<file path="config.mk">
export PLATFORM = sky130hd
export DESIGN_NAME = branch_hazard_ctrl_flat
export DESIGN_NICKNAME = d
export VERILOG_FILES = /design/src/rtl/branch_hazard_ctrl_if.sv /design/src/rtl/branch_hazard_ctrl.sv /design/src/flat_wrapper.sv
export SDC_FILE = /design/constraint.sdc
export NUM_CORES = 1
export LEC_CHECK = 0
export BUFFER_PORTS_ARGS = -buffer_cell sky130_fd_sc_hd__buf_2
export CAP_MARGIN = 20
export CORE_ASPECT_RATIO = 2
export CORE_MARGIN = 10
export CORE_UTILIZATION = 45
export CTS_CLUSTER_SIZE = 12
export DETAILED_ROUTE_END_ITERATION = 7
export GPL_TIMING_DRIVEN = 0
export PLACE_DENSITY = 0.8
export SLEW_MARGIN = 40
export SYNTH_ARGS = -nofsm -noshare
export SYNTH_HDL_FRONTEND = slang
export SYNTH_SLANG_ARGS = --single-unit
</file>
<file path="constraint.sdc">
create_clock -name clk -period 6.3 [get_ports clk]
set_input_delay 1.26 -clock clk [delete_from_list [all_inputs] [get_ports clk]]
set_output_delay 1.26 -clock clk [all_outputs]
set_load 0.02 [all_outputs]
</file>
<file path="src/rtl/branch_hazard_ctrl_if.sv">
// Control bundle between the ID-stage branch resolution sequencer and the rest
// of the pipeline: hazard inputs, redirect request, PC/IF/ID controls, counters.
interface branch_hazard_ctrl_if #(
    parameter int CNT_W = 32
);
    logic             ext_stall;
    logic             id_valid;
    logic [5:0]       id_opcode;
    logic [4:0]       id_rs;
    logic [4:0]       ex_rd;
    logic             ex_regwrite;
    logic             ex_memread;
    logic [4:0]       mem_rd;
    logic             mem_regwrite;
    logic             mem_memread;
    logic             take_branch;
    logic [31:0]      branch_target;
    logic [31:0]      pc_plus_four;
    logic [31:0]      next_pc;
    logic             pc_write;
    logic             if_id_write;
    logic             if_id_flush;
    logic             id_ex_bubble;
    logic [CNT_W-1:0] branch_count;
    logic [CNT_W-1:0] taken_count;
    logic [CNT_W-1:0] stall_count;

    // Pipeline side: drives the ID/EX/MEM state, observes the controls.
    modport master (
        output ext_stall, id_valid, id_opcode, id_rs,
        output ex_rd, ex_regwrite, ex_memread,
        output mem_rd, mem_regwrite, mem_memread,
        output take_branch, branch_target, pc_plus_four,
        input  next_pc, pc_write, if_id_write, if_id_flush, id_ex_bubble,
        input  branch_count, taken_count, stall_count
    );

    // Sequencer side.
    modport slave (
        input  ext_stall, id_valid, id_opcode, id_rs,
        input  ex_rd, ex_regwrite, ex_memread,
        input  mem_rd, mem_regwrite, mem_memread,
        input  take_branch, branch_target, pc_plus_four,
        output next_pc, pc_write, if_id_write, if_id_flush, id_ex_bubble,
        output branch_count, taken_count, stall_count
    );
endinterface

</file>
<file path="src/rtl/branch_hazard_ctrl.sv">
// ID-stage jump/branch sequencer for the 5-stage DLX pipeline.
// Stalls IF/ID while the branch source register is still in flight, issues
// PC redirects for taken branches/jumps, flushes wrong-path fetches and keeps
// branch/stall performance counters.
module branch_hazard_ctrl #(
    parameter int FLUSH_CYCLES = 1,
    parameter int CNT_W        = 32
) (
    input  logic                 clk,
    input  logic                 reset,
    branch_hazard_ctrl_if.slave  bus
);

    localparam logic [5:0] OP_J    = 6'h02;
    localparam logic [5:0] OP_JAL  = 6'h03;
    localparam logic [5:0] OP_JR   = 6'h12;
    localparam logic [5:0] OP_BEQZ = 6'h04;
    localparam logic [5:0] OP_BNEZ = 6'h05;

    // The redirect cycle itself is the first flush cycle, so FLUSH covers the rest.
    localparam logic [2:0] FLUSH_LOAD = 3'(FLUSH_CYCLES - 1);

    typedef enum logic [1:0] {
        IDLE,
        STALL,
        FLUSH
    } state_t;

    state_t           state;
    state_t           state_next;
    logic [2:0]       cnt;
    logic [2:0]       cnt_next;

    logic             is_branch;
    logic             is_reader;
    logic [1:0]       need;
    logic             redirect;

    logic             inc_branch;
    logic             inc_taken;
    logic             inc_stall;

    logic [CNT_W-1:0] branch_count_q;
    logic [CNT_W-1:0] taken_count_q;
    logic [CNT_W-1:0] stall_count_q;

    // Classify the ID instruction; only register-reading branches can hazard.
    always_comb begin
        is_branch = 1'b0;
        is_reader = 1'b0;
        if (bus.id_valid) begin
            case (bus.id_opcode)
                OP_J, OP_JAL: begin
                    is_branch = 1'b1;
                end
                OP_JR, OP_BEQZ, OP_BNEZ: begin
                    is_branch = 1'b1;
                    is_reader = 1'b1;
                end
                default: begin
                end
            endcase
        end
    end

    // Number of cycles rs1 is still unavailable to the ID-stage comparator.
    always_comb begin
        need = 2'd0;
        if (is_reader && (bus.id_rs != 5'd0)) begin
            if (bus.ex_regwrite && bus.ex_memread && (bus.ex_rd == bus.id_rs)) begin
                need = 2'd2;
            end else if (bus.ex_regwrite && (bus.ex_rd == bus.id_rs)) begin
                need = 2'd1;
            end else if (bus.mem_regwrite && bus.mem_memread && (bus.mem_rd == bus.id_rs)) begin
                need = 2'd1;
            end
        end
    end

    assign redirect = (state == IDLE) && (need == 2'd0) && bus.take_branch && is_branch;

    // Next state, counter increments and pipeline controls; reset forces a bubble.
    always_comb begin
        state_next       = state;
        cnt_next         = cnt;
        bus.next_pc      = redirect ? bus.branch_target : bus.pc_plus_four;
        bus.pc_write     = 1'b0;
        bus.if_id_write  = 1'b0;
        bus.if_id_flush  = 1'b0;
        bus.id_ex_bubble = 1'b0;
        inc_branch       = 1'b0;
        inc_taken        = 1'b0;
        inc_stall        = 1'b0;

        if (!bus.ext_stall) begin
            case (state)
                IDLE: begin
                    if (need != 2'd0) begin
                        bus.id_ex_bubble = 1'b1;
                        inc_stall        = 1'b1;
                        cnt_next         = {1'b0, need};
                        // A one-cycle hazard is covered by this cycle alone.
                        if (need > 2'd1) begin
                            state_next = STALL;
                        end
                    end else if (redirect) begin
                        bus.pc_write    = 1'b1;
                        bus.if_id_flush = 1'b1;
                        inc_taken       = 1'b1;
                        inc_branch      = 1'b1;
                        if (FLUSH_CYCLES > 1) begin
                            state_next = FLUSH;
                            cnt_next   = FLUSH_LOAD;
                        end
                    end else begin
                        bus.pc_write    = 1'b1;
                        bus.if_id_write = 1'b1;
                        inc_branch      = is_branch;
                    end
                end
                STALL: begin
                    bus.id_ex_bubble = 1'b1;
                    inc_stall        = 1'b1;
                    cnt_next         = cnt - 3'd1;
                    if (cnt <= 3'd2) begin
                        state_next = IDLE;
                    end
                end
                FLUSH: begin
                    bus.pc_write    = 1'b1;
                    bus.if_id_flush = 1'b1;
                    cnt_next        = cnt - 3'd1;
                    if (cnt <= 3'd1) begin
                        state_next = IDLE;
                        cnt_next   = 3'd0;
                    end
                end
                default: begin
                    state_next = IDLE;
                    cnt_next   = 3'd0;
                end
            endcase
        end

        if (reset) begin
            bus.next_pc      = bus.pc_plus_four;
            bus.pc_write     = 1'b0;
            bus.if_id_write  = 1'b0;
            bus.if_id_flush  = 1'b1;
            bus.id_ex_bubble = 1'b1;
        end
    end

    // State register and down-counter.
    always_ff @(posedge clk or posedge reset) begin
        if (reset) begin
            state <= IDLE;
            cnt   <= 3'd0;
        end else begin
            state <= state_next;
            cnt   <= cnt_next;
        end
    end

    // Performance counters; they freeze with the pipeline and wrap naturally.
    always_ff @(posedge clk or posedge reset) begin
        if (reset) begin
            branch_count_q <= '0;
            taken_count_q  <= '0;
            stall_count_q  <= '0;
        end else if (!bus.ext_stall) begin
            branch_count_q <= branch_count_q + CNT_W'(inc_branch);
            taken_count_q  <= taken_count_q + CNT_W'(inc_taken);
            stall_count_q  <= stall_count_q + CNT_W'(inc_stall);
        end
    end

    assign bus.branch_count = branch_count_q;
    assign bus.taken_count  = taken_count_q;
    assign bus.stall_count  = stall_count_q;

endmodule

</file>
<file path="src/flat_wrapper.sv">
// flat-port wrapper written by rule: the top's interface ports become plain ports
module branch_hazard_ctrl_flat 
#(
    parameter int FLUSH_CYCLES = 1,
    parameter int CNT_W        = 32
)
  (clk, reset, bus_ext_stall, bus_id_valid, bus_id_opcode, bus_id_rs, bus_ex_rd, bus_ex_regwrite, bus_ex_memread, bus_mem_rd, bus_mem_regwrite, bus_mem_memread, bus_take_branch, bus_branch_target, bus_pc_plus_four, bus_next_pc, bus_pc_write, bus_if_id_write, bus_if_id_flush, bus_id_ex_bubble, bus_branch_count, bus_taken_count, bus_stall_count);
  branch_hazard_ctrl_if #(.CNT_W(CNT_W)) bus_i ();
  input  logic clk;
  input  logic reset;
  input wire logic [$bits(bus_i.ext_stall)-1:0] bus_ext_stall;
  input wire logic [$bits(bus_i.id_valid)-1:0] bus_id_valid;
  input wire logic [$bits(bus_i.id_opcode)-1:0] bus_id_opcode;
  input wire logic [$bits(bus_i.id_rs)-1:0] bus_id_rs;
  input wire logic [$bits(bus_i.ex_rd)-1:0] bus_ex_rd;
  input wire logic [$bits(bus_i.ex_regwrite)-1:0] bus_ex_regwrite;
  input wire logic [$bits(bus_i.ex_memread)-1:0] bus_ex_memread;
  input wire logic [$bits(bus_i.mem_rd)-1:0] bus_mem_rd;
  input wire logic [$bits(bus_i.mem_regwrite)-1:0] bus_mem_regwrite;
  input wire logic [$bits(bus_i.mem_memread)-1:0] bus_mem_memread;
  input wire logic [$bits(bus_i.take_branch)-1:0] bus_take_branch;
  input wire logic [$bits(bus_i.branch_target)-1:0] bus_branch_target;
  input wire logic [$bits(bus_i.pc_plus_four)-1:0] bus_pc_plus_four;
  output wire logic [$bits(bus_i.next_pc)-1:0] bus_next_pc;
  output wire logic [$bits(bus_i.pc_write)-1:0] bus_pc_write;
  output wire logic [$bits(bus_i.if_id_write)-1:0] bus_if_id_write;
  output wire logic [$bits(bus_i.if_id_flush)-1:0] bus_if_id_flush;
  output wire logic [$bits(bus_i.id_ex_bubble)-1:0] bus_id_ex_bubble;
  output wire logic [$bits(bus_i.branch_count)-1:0] bus_branch_count;
  output wire logic [$bits(bus_i.taken_count)-1:0] bus_taken_count;
  output wire logic [$bits(bus_i.stall_count)-1:0] bus_stall_count;
  assign bus_i.ext_stall = bus_ext_stall;
  assign bus_i.id_valid = bus_id_valid;
  assign bus_i.id_opcode = bus_id_opcode;
  assign bus_i.id_rs = bus_id_rs;
  assign bus_i.ex_rd = bus_ex_rd;
  assign bus_i.ex_regwrite = bus_ex_regwrite;
  assign bus_i.ex_memread = bus_ex_memread;
  assign bus_i.mem_rd = bus_mem_rd;
  assign bus_i.mem_regwrite = bus_mem_regwrite;
  assign bus_i.mem_memread = bus_mem_memread;
  assign bus_i.take_branch = bus_take_branch;
  assign bus_i.branch_target = bus_branch_target;
  assign bus_i.pc_plus_four = bus_pc_plus_four;
  assign bus_next_pc = bus_i.next_pc;
  assign bus_pc_write = bus_i.pc_write;
  assign bus_if_id_write = bus_i.if_id_write;
  assign bus_if_id_flush = bus_i.if_id_flush;
  assign bus_id_ex_bubble = bus_i.id_ex_bubble;
  assign bus_branch_count = bus_i.branch_count;
  assign bus_taken_count = bus_i.taken_count;
  assign bus_stall_count = bus_i.stall_count;
  branch_hazard_ctrl #(.FLUSH_CYCLES(FLUSH_CYCLES), .CNT_W(CNT_W)) u_core (.clk(clk), .reset(reset), .bus(bus_i));
endmodule
</file>
* After elaboration in Yosys (flattened, before gate mapping)
Index checks and enable logic that the tools add are counted.
Cells by class: bitwise logic cells 1, magnitude comparators 3, add/subtract/negate cells 4, eq/ne operators 13, reduce and logical (&&, ||, !) cells 17, multiplexer cells 42
Operators with widths (number):
- $add A32 B1 Y32 | 3
- $mux W32 | 2
- $mux W1 | 26
- $mux W2 | 7
- $eq A6 B2 Y1 const B | 2
- $eq A6 B3 Y1 const B | 2
- $eq A5 B5 Y1 | 2
- $logic_and A1 B1 Y1 | 9
- $pmux W3 S3 | 1
- $eq A6 B5 Y1 const B | 1
- $mux W3 | 2
- $pmux W1 S2 | 3
- $pmux W2 S3 | 1
- $reduce_and A5 Y1 | 1
- $reduce_bool A5 Y1 | 1
- $reduce_or A5 Y1 | 1
- $logic_not A2 Y1 | 2
- $ne A2 B1 Y1 const B | 2
- $ne A2 B2 Y1 const B | 2
- $le A3 B1 Y1 const B | 1
- $le A3 B2 Y1 const B | 1
- $reduce_or A3 Y1 | 1
- $sub A3 B1 Y3 const B | 1
- $eq A2 B1 Y1 const B | 1
- 5 further kinds | 5
Storage, ports and cells: output and inout port bits 132, flip-flop bits (word level) 101, input port bits 94, word-level logic and storage cells 85

* Longest topological paths before layout
Gate-level depths: netlist of run 1.
depth after elaboration 15, gate-level depth with buffers 13, gate-level depth less buffers 12

* Worst setup path after synthesis of run 1
Ideal clock, no wire load.
path kind input port to output port, start point input port reset, end point output port bus_id_ex_bubble, stages 2, arrival 4.264 ns, buffers on the path 0, path slack 0.776 ns, data required time 5.040 ns, cell sequence inv_1 > o21ai_0
Between the ends: longest elaborated chain between the ends 1
RTL lines:
- start: declaration | RTL line flat_wrapper.sv:10 | input logic reset;
- $mux W1 | RTL line branch_hazard_ctrl.sv:145 | if (reset) begin
- end: declaration | RTL line flat_wrapper.sv:28 | output wire logic [$bits(bus_i.id_ex_bubble)-1:0] bus_id_ex_bubble;
Every way passes these cells.

* Worst setup path in the final report of run 1
start point input port bus_id_rs[1], end point output port bus_next_pc[15]
Between the ends: longest elaborated chain between the ends 12, elaborated cells on any way between the ends 17, those cells by class 2 x eq/ne; 6 x mux; 9 x reduce/logical
RTL lines:
- start: declaration | RTL line flat_wrapper.sv:14 | input wire logic [$bits(bus_i.id_rs)-1:0] bus_id_rs;
- $eq A5 B5 Y1 | RTL line branch_hazard_ctrl.sv:74 | end else if (bus.mem_regwrite && bus.mem_memread && (bus.mem_rd == bus.id_rs)) begin
- $logic_and A1 B1 Y1 | RTL line branch_hazard_ctrl.sv:74
- $mux W1 | RTL line branch_hazard_ctrl.sv:74
- $mux W2 | RTL line branch_hazard_ctrl.sv:72 | end else if (bus.ex_regwrite && (bus.ex_rd == bus.id_rs)) begin
- $mux W2 | RTL line branch_hazard_ctrl.sv:70 | if (bus.ex_regwrite && bus.ex_memread && (bus.ex_rd == bus.id_rs)) begin
- $mux W2 * | RTL line branch_hazard_ctrl.sv:69 | if (is_reader && (bus.id_rs != 5'd0)) begin
- $logic_not A2 Y1 * | RTL line branch_hazard_ctrl.sv:80 | assign redirect = (state == IDLE) && (need == 2'd0) && bus.take_branch && is_branch;
- $logic_and A1 B1 Y1 * (3 in a row) | RTL line branch_hazard_ctrl.sv:80
- $mux W32 * | RTL line branch_hazard_ctrl.sv:86 | bus.next_pc = redirect ? bus.branch_target : bus.pc_plus_four;
- $mux W32 * | RTL line branch_hazard_ctrl.sv:145
- end: declaration | RTL line flat_wrapper.sv:24 | output wire logic [$bits(bus_i.next_pc)-1:0] bus_next_pc;
Every way passes the cells marked *; elsewhere a longest branch is shown, timed or not.

==> flow_summary_export.csv, run 1 <==
group,metric,value,unit
cts,tritoncts_clock_tree,"built",
synth,netlist_top_cells_area,"dfrtp_1, xnor2_1, mux2_4",
worst_setup_path,crit_family,"simple AND/OR/NAND/NOR gates",
synth,post_synth.cell_area_avg,11.30,um^2
worst_setup_path,critical_path.most_common_cell,"buf_2",
cts,ctsLongestPathBuffers,2,
synth,synthDominantAreaCellType,"dfrtp_1",
synth,synth_edf_count,0,
synth,synthArstFlopShare,1.000,
die,io_pins,226,
die,floorplan_core_area,11350,um^2
sta,holdWs,0.4731,ns
worst_setup_path,critical-path-max-stage-delay,0.62,ns
route,postRouteWirelength,16210,um
synth,ys.flop_type,"dfrtp_1",
grt,grt_antenna_before_repair,0,
synth,top_cell_type_s_share_of_synthesized_area,0.4771,
route,dr_total_vias,4469,
layout,synthToLayoutAreaGrowth,31.35,%
layout,n_fill_cell,936,
sta,endpoints_failing_setup,0,
layout,nNetsFinal,803,
cts,number_of_buffers_added_to_fix_hold_violations_after_cts,0,
cts,cts_htree_levels,3,
worst_setup_path,crit_path_slowest_cell,"a2111oi_4",
synth,syn_inst,464,
die,die-width,96.34,um
cts,clock_transition_at_path_regs,0.07,ns
worst_setup_path,timing_worst_setup_path_type,"in2out",
cts,clock-sinks,100,
route,detail_route.vias_per_cell,5.270,
sta,grt_setup_unrepaired,"false",
worst_setup_path,critical_path_buf_inv_count,3,
route,dr.pass1.iters,4,
die,initial_core_util,0.4619,
layout,final_layout_size_suffix_gt1_frac,0.4108,
grt,pin_count_of_the_biggest_net_entering_global_routing,58,
pwr,worst_ir_drop_on_vdd,0.0001849,V
cts,cell_at_the_root_of_the_clock_tree,"clkbuf_16",
synth,synthesized_area,5245,um^2
sta,clock.fmax,0.2093,GHz
sta,timing.slew.headroom,0.4746,
layout,fin_util,0.6067,
worst_setup_path,cp.arrival,3.52,ns
outcome,run_status,"complete, no violations",
cts,cts-resized-gates,0,
cts,cts_post_setup_buffers_inserted,0,
synth,synthesis.nets,566,
synth,ys_seq_area_frac,0.4771,
placement,place_congestion,0.8354,
cts,clk_latency,0.34,ns
sta,report.final.hold_viol_count,0,
cts,cts-buffers-inserted,9,
route,remaining_drcs,0,
worst_hold_path,min_path_type,"reg2reg",
pwr,total_power,1.387,mW
grt,grt_pass1_wl,25630,um
layout,layout.area.seq,2502,um^2
synth,yosysWarnings,0,
route,first_iter_violations,131,
sta,timing.final.crit_share,0.7585,
placement,hpwl,13530,um
grt,globalRoute.totalOverflow,0,
die,dieHeight,172.7,um
synth,yosys.cell_count.top_type,"dfrtp_1",
worst_setup_path,startpoint_type,"input pin",
layout,num_antenna_cells,0,
worst_setup_path,cp_required,5.04,ns
route,detail-route-antenna-nets,0,
pwr,cellPowerDensity,201.4,nW/um^2
sta,slew_violations,0,
synth,synth.ff_latch_count,100,
die,design.die.area,16640,um^2
sta,final.setup_skew,0.007789,ns
worst_setup_path,worst-path-max-fanout,10,
synth,cell_variety_after_synth,43,
sta,finalCriticalPeriod,4.779,ns
pwr,static-leakage-power,3.648,nW
grt,grt.total_usage,0.1965,
placement,port_buffers,225,
layout,multi_input_comb_area,2638,um^2
sta,worst-slew-pin-transition,0.7799,ns
die,std_cell_rows,55,
worst_setup_path,timing.critical_path.cells,"buf_2, or4_4, nor2_2, nor3_2, a2111oi_4, buf_6, mux2_4, buf_2",
run,maxCapViolCount,0,
synth,synth_top_cells_by_count,"dfrtp_1, xnor2_1, nand2_1",
route,wire_per_inst,19.12,um
worst_setup_path,critical_path_capture_point_type,"output port",
grt,via_count_of_the_first_global_routing_pass,4982,
sta,timing.setup.tns,0,ns
[through the flow]
step / setup WS, ns / instance area, um^2 / cells
floorplan: 0.7764 / 5245 / 464
global placement: 0.2161 / 6549 / 831
detailed placement: 1.476 / 6581 / 832
CTS: 1.480 / 6889 / 848
global route: 1.406 / 6889 / 848
finish: 1.521 / 6889 / 848
[state kept, by name, summed over array words and instances (netlist names)]
signal and count:
u_core.bus.taken_count 32, u_core.bus.branch_count 32, u_core.cnt 3, u_core.state 1, u_core.bus.stall_count 32
[report_power, final]
part | total [mW] | switching, mW | leakage, nW | internal (mW)
registers | 0.660 | 0.00854 | 1.36 | 0.651
logic | 0.158 | 0.0879 | 2.14 | 0.0700
clock network | 0.570 | 0.255 | 0.150 | 0.315
[worst paths after layout]
| kind | start | to | slack [ns] | depth (start not counted) |
|---|---|---|---|---|
| max in group asynchronous | reset | u_core.bus.branch_count[14] | 4.70 | 3 |
| min in group asynchronous | reset | u_core.bus.taken_count[0] | 0.99 | 2 |
| setup / recovery | bus_id_rs[1] | bus_next_pc[15] | 1.52 | 8 |
| hold reg to reg | u_core.bus.branch_count[31] | u_core.bus.branch_count[31] | 0.47 | 1 |
| setup reg to reg | u_core.state[0] | u_core.bus.branch_count[30] | 3.02 | 12 |
| hold / removal | u_core.bus.branch_count[31] | u_core.bus.branch_count[31] | 0.47 | 1 |
[cells in the final DEF, fill, tap and decap left out, types with 4 or more instances in the layout]
master,n
xnor2_1,74
mux2_4,30
ha_1,8
xor2_1,26
o21ai_0,5
nor2_1,26
nand4b_1,4
clkbuf_1,5
nand2_1,40
buf_2,225
nand4_1,18
nor3_1,6
and2_1,7
nand2b_1,4
dfrtp_1,100
and3_1,14
clkbuf_16,9
inv_1,12
nor4_1,4
mux2_2,9
nand3_1,28
and4_1,12
[cell type report]
| class | instances | share of cell area |
|---|---|---|
| clock buffer | 9 | 0.03269 |
| clock inverter | 7 | 0.01199 |
| tap | 142 | 0.02579 |
| buffer | 9 | 0.008173 |
| timing repair buffer | 226 | 0.1675 |
| sequential | 100 | 0.3632 |
| inverter | 13 | 0.007810 |
| multi-input combinational | 342 | 0.3829 |
[cells by family after synthesis]
kind of cell             count (synthesis)  synth area share
AO/OA/AOI/OAI                           15           0.02362
flip-flops                             100            0.4771
multiplexers                            40            0.1071
adder cells (fa/ha/maj)                  8           0.01908
AND/OR/NAND/NOR                        179            0.1861
buffers and inverters                   22           0.02004
XOR/XNOR                               100            0.1670
[layer usage]
layer	global-route usage	vias up	share of wire	routed length (um)
li1	-	2084	-	-
met2	0.3362	219	0.50	8132
met5	0	-	0	0
met3	0.07072	29	0.099	1611
met1	0.2091	2137	0.37	5985
met4	0.07795	0	0.030	486
Note: power is estimated with default switching activity, not from simulation.
==> inputs of run 2 (changes only) <==
--- a/config.mk
+++ b/config.mk
@@ -9,7 +9,7 @@
 export CAP_MARGIN = 20
 export CORE_ASPECT_RATIO = 2
 export CORE_MARGIN = 10
-export CORE_UTILIZATION = 45
+export CORE_UTILIZATION = 43
 export CTS_CLUSTER_SIZE = 12
 export DETAILED_ROUTE_END_ITERATION = 7
 export GPL_TIMING_DRIVEN = 0
==> constraint.sdc (replaced) <==
create_clock -name clk -period 4.36 [get_ports clk]
set_input_delay 0.872 -clock clk [delete_from_list [all_inputs] [get_ports clk]]
set_output_delay 0.872 -clock clk [all_outputs]
set_load 0.02 [all_outputs]
==> run 2 against run 1 <==
  * Combinational power rose by 46%
  * Power up 41%
  * Global-route usage shrank 1.3 points
  * Clock power increased by 36%
  * Count of clock-buffer cells in the layout unchanged
  * Sequential share of layout area is 0.35 points lower
  * Clock skew up 0.0041 ns
  * Setup slack got worse by 1.1 ns
  * Critical path depth unchanged
  * Via count shrank 0.18%
  * Utilization is 3.0 points lower
  * Hold slack worse by 0.0058 ns
  * Largest cell class unchanged
  * Largest power group unchanged
==> flow_summary_export.csv, run 2 (synthesis gave the netlist of run 1 again) <==
group,metric,value,unit
outcome,run_status,"complete, no violations",
die,io_pins,226,
placement,placedInstanceArea,6661,um^2
layout,synthToLayoutAreaGrowth,32.63,%
sta,finalCriticalPeriod,3.988,ns
grt,grt_antenna_before_repair,2,
layout,layout.cells.most_common_list,"buf_2, dfrtp_1, xnor2_1",
cts,clock-sinks,100,
pwr,cellPowerDensity,281.7,nW/um^2
grt,via_count_of_the_first_global_routing_pass,5066,
placement,hpwl,13660,um
sta,slew_violations,0,
placement,place_congestion,0.8304,
sta,final.setup_skew,0.01187,ns
placement,place_worst_setup_slack,0.09681,ns
cts,cts_post_setup_buffers_inserted,0,
route,wire_per_inst,18.80,um
layout,nNetsFinal,806,
cts,cts-buffers-inserted,9,
placement,port_buffers,225,
pwr,total_power,1.959,mW
cts,clk_latency,0.34,ns
die,die-width,98.10,um
sta,timing.slew.headroom,0.5210,
cts,tritoncts_clock_tree,"built",
die,floorplan_core_area,12050,um^2
worst_setup_path,reg2reg_depth,12,
route,detail-route-antenna-nets,0,
sta,grt_setup_unrepaired,"false",
worst_setup_path,cp.arrival,3.12,ns
layout,post_layout_nonfiller_instances,857,
die,initial_core_util,0.4352,
pwr,static-leakage-power,3.670,nW
run,maxCapViolCount,0,
layout,postLayoutCellArea,6957,um^2
sta,timing.final.crit_share,0.9148,
layout,n_fill_cell,1020,
layout,fin_util,0.5772,
worst_hold_path,whs_path_depth,1,
sta,holdWs,0.4673,ns
route,postRouteWirelength,16110,um
route,detail_route.vias_per_cell,5.205,
layout,layout_commonest_cell,"buf_2",
die,std_cell_rows,57,
route,remaining_drcs,0,
die,dieHeight,176.2,um
cts,cts-resized-gates,0,
grt,grt.total_usage,0.1836,
sta,report.final.hold_viol_count,0,
route,first_iter_violations,195,
route,dr.pass1.iters,5,
grt,globalRoute.totalOverflow,0,
worst_setup_path,startpoint_type,"input pin",
pwr,worst_ir_drop_on_vdd,0.0002146,V
sta,endpoints_failing_setup,0,
placement,dp_cells,840,
grt,grt_pass1_wl,25850,um
worst_setup_path,critical_path_capture_point_type,"output port",
cts,ctsLongestPathBuffers,2,
worst_hold_path,min_path_type,"reg2reg",
worst_setup_path,cp_required,3.49,ns
cts,clock_transition_at_path_regs,0.07,ns
sta,setup_slack,0.3716,ns
cts,number_of_buffers_added_to_fix_hold_violations_after_cts,0,
die,design.die.area,17280,um^2
sta,worst-slew-pin-transition,0.7130,ns
route,dr_total_vias,4461,
worst_setup_path,timing_worst_setup_path_type,"in2out",
layout,final_layout_size_suffix_gt1_frac,0.4133,
grt,pin_count_of_the_biggest_net_entering_global_routing,26,
sta,timing.setup.tns,0,ns
sta,clock.fmax,0.2507,GHz
cts,cts_htree_levels,3,
cts,cell_at_the_root_of_the_clock_tree,"clkbuf_16",
worst_setup_path,worst-path-max-fanout,10,
## run 2: path summary, 6_finish.rpt
path	startpoint	endpoint	slack, ns
setup / recovery	bus_id_rs[1]	bus_next_pc[2]	0.37
max in group asynchronous	reset	u_core.bus.branch_count[18]	3.08
setup reg to reg	u_core.state[0]	u_core.bus.branch_count[26]	1.10
hold / removal	u_core.bus.taken_count[31]	u_core.bus.taken_count[31]	0.47
hold reg to reg	u_core.bus.taken_count[31]	u_core.bus.taken_count[31]	0.47
min in group asynchronous	reset	u_core.bus.branch_count[23]	0.64
## run 2: layout make-up
| type | instances | area, um^2 | area share |
|---|---|---|---|
| Antenna cell | 1 | 2.502 | 0.0003597 |
| Sequential cell | 100 | 2502 | 0.3597 |
| Buffer | 9 | 56.30 | 0.008094 |
| Clock inverter | 7 | 67.56 | 0.009712 |
| Clock buffer | 9 | 225.2 | 0.03237 |
| Inverter | 13 | 52.55 | 0.007554 |
| Timing Repair Buffer | 229 | 1229 | 0.1766 |
| Tap cell | 147 | 183.9 | 0.02644 |
| Multi-Input combinational cell | 342 | 2638 | 0.3791 |
## run 2: critical path, stage by stage
cell and delay [ns]:
buf_2 0.12, or4_4 0.52, nor2_2 0.13, nor3_2 0.09, a2111oi_4 0.60, buf_6 0.27, mux2_4 0.33, buf_2 0.16
## run 2: where the power goes
group          total, mW  leakage (nW)  internal (mW)  switching [mW]
registers          0.952          1.36          0.941          0.0113
clock network      0.778         0.142          0.402           0.375
logic              0.230          2.17          0.107           0.123
## run 2: per-layer routing
metal | vias to the layer above | GRT usage | wire (um)
li1 | 2088 | - | -
met1 | 2134 | 0.1822 | 5762
met2 | 212 | 0.3301 | 8395
met3 | 25 | 0.07241 | 1552
met4 | 2 | 0.07491 | 385
met5 | - | 0 | 13
